<file path="src/rtl/regfile_scoreboard.sv">
// Multi-read-port register file with a per-register busy scoreboard.
// Decode/issue reads operands and reserves destinations; writeback
// writes results (byte-masked) and releases the reservations.
module regfile_scoreboard #(
  parameter int REG_NUMBER     = 32,
  parameter int REG_WIDTH      = 32,
  parameter int READ_PORTS     = 2,
  parameter int ZERO_REG       = 1,
  parameter int REG_ADDR_WIDTH = $clog2(REG_NUMBER),
  parameter int MASK_WIDTH     = REG_WIDTH / 8
) (
  input  logic                                 clk,
  input  logic                                 rst,
  input  logic [READ_PORTS*REG_ADDR_WIDTH-1:0] rd_addr,
  output logic [READ_PORTS*REG_WIDTH-1:0]      rd_data,
  output logic [READ_PORTS-1:0]                rd_busy,
  input  logic                                 wr_en,
  input  logic [REG_ADDR_WIDTH-1:0]            wr_addr,
  input  logic [REG_WIDTH-1:0]                 wr_data,
  input  logic [MASK_WIDTH-1:0]                wr_byte_mask,
  input  logic                                 rsv_en,
  input  logic [REG_ADDR_WIDTH-1:0]            rsv_addr,
  output logic [$clog2(REG_NUMBER+1)-1:0]      busy_count
);

  localparam int CW = $clog2(REG_NUMBER + 1);

  logic [REG_WIDTH-1:0]  regs [REG_NUMBER];
  logic [REG_NUMBER-1:0] busy;
  logic [REG_WIDTH-1:0]  merged;
  logic                  wr_ok;
  logic                  rsv_ok;
  logic                  set_new;
  logic                  clr_old;

  // Qualified write/reserve strobes: register 0 is untouchable when hardwired.
  assign wr_ok  = wr_en  && !((ZERO_REG != 0) && (wr_addr  == '0));
  assign rsv_ok = rsv_en && !((ZERO_REG != 0) && (rsv_addr == '0));

  // A busy bit that actually turns on, and one that actually turns off;
  // a reservation to the retiring register keeps it busy, so no clear.
  assign set_new = rsv_ok && !busy[rsv_addr];
  assign clr_old = wr_ok && busy[wr_addr] && !(rsv_ok && (rsv_addr == wr_addr));

  // Merge the writeback bytes with the currently stored value.
  always_comb begin
    merged = regs[wr_addr];
    for (int i = 0; i < MASK_WIDTH; i++) begin
      if (wr_byte_mask[i]) begin
        merged[i*8 +: 8] = wr_data[i*8 +: 8];
      end
    end
  end

  // Register storage: cleared on reset, written with the merged word.
  always_ff @(posedge clk or posedge rst) begin
    if (rst) begin
      for (int r = 0; r < REG_NUMBER; r++) begin
        regs[r] <= '0;
      end
    end else if (wr_ok) begin
      regs[wr_addr] <= merged;
    end
  end

  // Scoreboard bits: writeback releases, issue reserves; the reserve is
  // applied last so it wins when both target the same register.
  always_ff @(posedge clk or posedge rst) begin
    if (rst) begin
      busy <= '0;
    end else begin
      if (wr_ok) begin
        busy[wr_addr] <= 1'b0;
      end
      if (rsv_ok) begin
        busy[rsv_addr] <= 1'b1;
      end
    end
  end

  // Running popcount of the busy bits, tracked incrementally.
  always_ff @(posedge clk or posedge rst) begin
    if (rst) begin
      busy_count <= '0;
    end else begin
      case ({set_new, clr_old})
        2'b10:   busy_count <= busy_count + CW'(1);
        2'b01:   busy_count <= busy_count - CW'(1);
        default: busy_count <= busy_count;
      endcase
    end
  end

  // Combinational read ports with zero-register and writeback bypass;
  // the bypass is held off during reset so reads stay at zero.
  always_comb begin
    rd_data = '0;
    rd_busy = '0;
    for (int p = 0; p < READ_PORTS; p++) begin
      if ((ZERO_REG != 0) && (rd_addr[p*REG_ADDR_WIDTH +: REG_ADDR_WIDTH] == '0)) begin
        rd_data[p*REG_WIDTH +: REG_WIDTH] = '0;
        rd_busy[p]                        = 1'b0;
      end else if (wr_en && !rst &&
                   (rd_addr[p*REG_ADDR_WIDTH +: REG_ADDR_WIDTH] == wr_addr)) begin
        rd_data[p*REG_WIDTH +: REG_WIDTH] = merged;
        rd_busy[p]                        = 1'b0;
      end else begin
        rd_data[p*REG_WIDTH +: REG_WIDTH] = regs[rd_addr[p*REG_ADDR_WIDTH +: REG_ADDR_WIDTH]];
        rd_busy[p]                        = busy[rd_addr[p*REG_ADDR_WIDTH +: REG_ADDR_WIDTH]];
      end
    end
  end

endmodule

</file>
<file path="config.mk">
export PLATFORM = sky130hd
export DESIGN_NAME = regfile_scoreboard
export DESIGN_NICKNAME = d
export VERILOG_FILES = /design/src/rtl/regfile_scoreboard.sv
export SDC_FILE = /design/constraint.sdc
export NUM_CORES = 2
export LEC_CHECK = 0
export BUFFER_PORTS_ARGS = -buffer_cell sky130_fd_sc_hd__clkbuf_2
export CAP_MARGIN = 20
export CORE_ASPECT_RATIO = 1.75
export CORE_MARGIN = 1
export CORE_UTILIZATION = 51
export DETAILED_ROUTE_END_ITERATION = 7
export PLACE_DENSITY = 0.67
export SYNTH_ARGS = -nofsm -noshare
export SYNTH_HDL_FRONTEND = slang
export SYNTH_SLANG_ARGS = --single-unit
</file>
<file path="constraint.sdc">
create_clock -name clk -period 45.7 [get_ports clk]
set_clock_uncertainty 0.1 [all_clocks]
set_input_delay 2.285 -clock clk [delete_from_list [all_inputs] [get_ports clk]]
set_output_delay 2.285 -clock clk [all_outputs]
set_load 0.02 [all_outputs]
</file>
==> results.sh <==
export IMPL_status="finished, final reports clean"
export IMPL_layout_commonest_cell="dfrtp_1"
export IMPL_critPathMaxStageDelay_ps=830
export IMPL_report_final_slew_viol_count=0
export IMPL_grt_start_max_net_pins=172
export IMPL_cp_start_kind="input pin"
export IMPL_pwr_share_seq_pct=43.9
export IMPL_postCtsHoldBufs=0
export IMPL_crit_fanout=54
export IMPL_swShare_pct=32.73
export IMPL_hold_violations=0
export IMPL_rows=172
export IMPL_antenna_found_initial=19
export IMPL_powerDensity_nw_per_um2=42.51
export IMPL_syn_to_final_growth_pct=8.128
export IMPL_p_sw_uw=974.4
export IMPL_synth_cell_area_um2=64780
export IMPL_grtUsageTotal_pct=39.43
export IMPL_start_util_pct=51.54
export IMPL_drc_errors=0
export IMPL_cp_required_ps=43320
export IMPL_async_flop_share_pct=100.0
export IMPL_synth_edf_count=0
export IMPL_leakage_nw=30.23
export IMPL_post_place_ws_ps=35560
export IMPL_cts_made_buffers=104
export IMPL_synth_nets=5870
export IMPL_peakVddDrop_mv=0.03485
export IMPL_dp_hpwl_um=149500
export IMPL_vias=52893
export IMPL_num_fill_cells=10675
export IMPL_clk_latency_ps=760
export IMPL_io_pins=132
export IMPL_ys_types=71
export IMPL_clockBufferDepth=3
export IMPL_final_nets=5605
export IMPL_ctsResizeCount=0
export IMPL_ys_flop_type="dfrtp_1"
export IMPL_cts_tree="yes"
export IMPL_coreArea_um2=125700
export IMPL_fin_crit_sh_pct=22.08
export IMPL_power_frac_comb_pct=25.0
export IMPL_synth_cells=5804
export IMPL_regArea_um2=26580
export IMPL_postRouteAntennaNets=0
export IMPL_period_needed_ps=10090
export IMPL_clk_pin_slew_ps=70
export IMPL_synth_seq_cells=1062
export IMPL_drive_above_1_share_pct=23.91
export IMPL_multi_input_area_um2=35700
export IMPL_cpMaxStageDelayCell="buf_4"
export IMPL_cp_arrival_ps=7700
export IMPL_die_h_um=473.5
export IMPL_rsz0062_at_grt="no"
export IMPL_overflow=0
export IMPL_globalplace_congestion=0.9010
export IMPL_final_util_pct=55.73
export IMPL_place_port_buffers=131
export IMPL_maxCapViolations=0
export IMPL_fmax_mhz=99.12
export IMPL_placed_cell_area_um2=66360
export IMPL_intPower_mw=2.003
export IMPL_seq_area_frac_synth_pct=41.03
export IMPL_postCtsSetupRepairBufs=0
export IMPL_hp_class="reg -> reg"
export IMPL_fp_dieW_um=271.4
export IMPL_dieArea_um2=128500
export IMPL_stdcell_area_um2=70040
export IMPL_grt_pass1_wl_um=364600
export IMPL_routedWlPerCell_um=34.60
export IMPL_worstSetupPathType="in -> out"
export IMPL_finalPower_mw=2.978
export IMPL_setup_viol_count_final=0
export IMPL_avgSynthCellArea_um2=11.16
export IMPL_worstMarginPinSlew_ps=1284
export IMPL_setup_slack_ps=35610
export IMPL_detail_route_first_pass_iterations=6
export IMPL_cts_sinks=1062
export IMPL_avgViaCountPerCell=7.258
export IMPL_totalWireLength_um=252200
export IMPL_clock_root_buffer="clkbuf_16"
export IMPL_grt_pass1_vias=52557
export IMPL_yosysWarnings=0
export IMPL_layout_common_cells="dfrtp_1, nand2_1, o21ai_0, mux4_2, mux2i_1"
export IMPL_clkPwrFrac_pct=31.0
export IMPL_crit_path_end_kind="output pin"
export IMPL_crit_chain="buf_8 > buf_4 > buf_4 > buf_4 > buf_4 > mux4_2 > mux2_2 > a21oi_1 > o221ai_1 > clkbuf_2"
export IMPL_setup_tns_final_ps=0
export IMPL_cpMostUsedCell="buf_4"
export IMPL_first_iter_violations=6792
export IMPL_htree_levels=3
export IMPL_slew_limit_headroom_pct=14.29
[worst max-delay path, delay by kind of cell]
family | cells | cell delay, ps
buffers and inverters | 6 | 3710
multiplexers | 2 | 900
AO/OA/AOI/OAI | 2 | 700
[Yosys cell counts, drive strengths merged, types with 3 or more instances]
| library cell | instances | area (µm²) |
|---|---|---|
| a2111oi | 7 | 61.31 |
| a211oi | 72 | 540.5 |
| a21o | 3 | 22.52 |
| a21oi | 109 | 545.5 |
| a221o | 8 | 80.08 |
| a221oi | 3 | 32.53 |
| a22o | 15 | 131.4 |
| a22oi | 66 | 500.5 |
| a2bb2oi | 3 | 32.53 |
| a31oi | 6 | 56.31 |
| a32oi | 10 | 87.58 |
| a41o | 5 | 50.05 |
| and2 | 7 | 43.79 |
| and3 | 5 | 31.28 |
| buf | 249 | 1418 |
| clkbuf | 393 | 1508 |
| dfrtp | 1062 | 26580 |
| ha | 5 | 62.56 |
| inv | 13 | 48.79 |
| mux2 | 188 | 2117 |
| mux2i | 477 | 4775 |
| mux4 | 641 | 14490 |
| nand2 | 1035 | 3885 |
| nand2b | 13 | 81.33 |
| nand3 | 40 | 200.2 |
| nand4 | 15 | 93.84 |
| nand4b | 4 | 35.03 |
| nand4bb | 5 | 56.30 |
| nor2 | 95 | 364.1 |
| nor2b | 67 | 419.2 |
| nor3 | 37 | 185.2 |
| nor3b | 3 | 22.52 |
| nor4 | 5 | 37.53 |
| o211ai | 9 | 67.56 |
| o21ai | 937 | 4689 |
| o221ai | 33 | 289.0 |
| o22a | 5 | 43.79 |
| o22ai | 109 | 681.9 |
| or4 | 6 | 48.80 |
| or4b | 3 | 30.03 |
| xnor2 | 11 | 96.34 |
| xor2 | 8 | 70.07 |
[flip-flops by register name (all words and copies together), names as in the netlist]
name	flops
busy	32
busy_count	6
regs	1024
[power groups by stage]
stage / Combinational (mW) / Clock [mW] / Sequential [mW]
floorplan: 0.554 / 0 / 1.25
global placement: 0.716 / 0 / 1.30
detailed placement: 0.734 / 0 / 1.31
CTS: 0.737 / 0.927 / 1.30
global route: 0.799 / 0.961 / 1.33
finish: 0.746 / 0.924 / 1.31
[layout make-up]
cell class,instances,area share (%)
Inverter,13,0.08039
Timing Repair Buffer,271,2.937
Tap cell,1653,2.953
Antenna cell,13,0.04645
Sequential cell,1062,37.94
Clock buffer,146,4.300
Multi-Input combinational cell,4087,50.96
Clock inverter,43,0.7771
[stage by stage]
| step | cells | hold WS, ps |
|---|---|---|
| 6_report | 7288 | 329.1 |
| 5_1_grt | 7280 | 333.8 |
| 3_5_place_dp | 7082 | 306.9 |
| 4_1_cts | 7271 | 320.2 |
| 3_3_place_gp | 7073 | 292.3 |
| 2_1_floorplan | 5804 | 355.2 |
[worst paths after layout]
path | startpoint | cells after the start | slack [ps] | to
setup / recovery | rd_addr[0] | 10 | 35610 | rd_data[18]
hold / removal | regs[995]$_DFFE_PP0P_ | 0 | 330 | regs[995]$_DFFE_PP0P_
setup reg to reg | busy[15]$_DFF_PP0_ | 14 | 41770 | busy_count[5]$_DFFE_PP0P_
hold reg to reg | regs[995]$_DFFE_PP0P_ | 0 | 330 | regs[995]$_DFFE_PP0P_
max in group asynchronous | rst | 6 | 40890 | regs[623]$_DFFE_PP0P_
min in group asynchronous | rst | 2 | 1640 | regs[998]$_DFFE_PP0P_
[routing by layer]
metal / global-route usage, % / wire, µm / vias up
met4: 33.72 / 25130 / 12
met2: 59.19 / 112700 / 4013
li1: - / - / 21142
met3: 10.72 / 29610 / 1287
met1: 47.03 / 84630 / 26439
met5: 0 / 88 / -
[logic make-up after synthesis]
group                    Yosys count  synth area share, %
AND/OR/NAND/NOR                 1346                8.613
buffers and inverters            655                4.591
multiplexers                    1306                33.01
XOR/XNOR                          19               0.2569
flip-flops                      1062                41.03
adder cells (fa/ha/maj)            6               0.1275
AO/OA/AOI/OAI                   1410                12.37
Power figures use the tool's default switching activity.
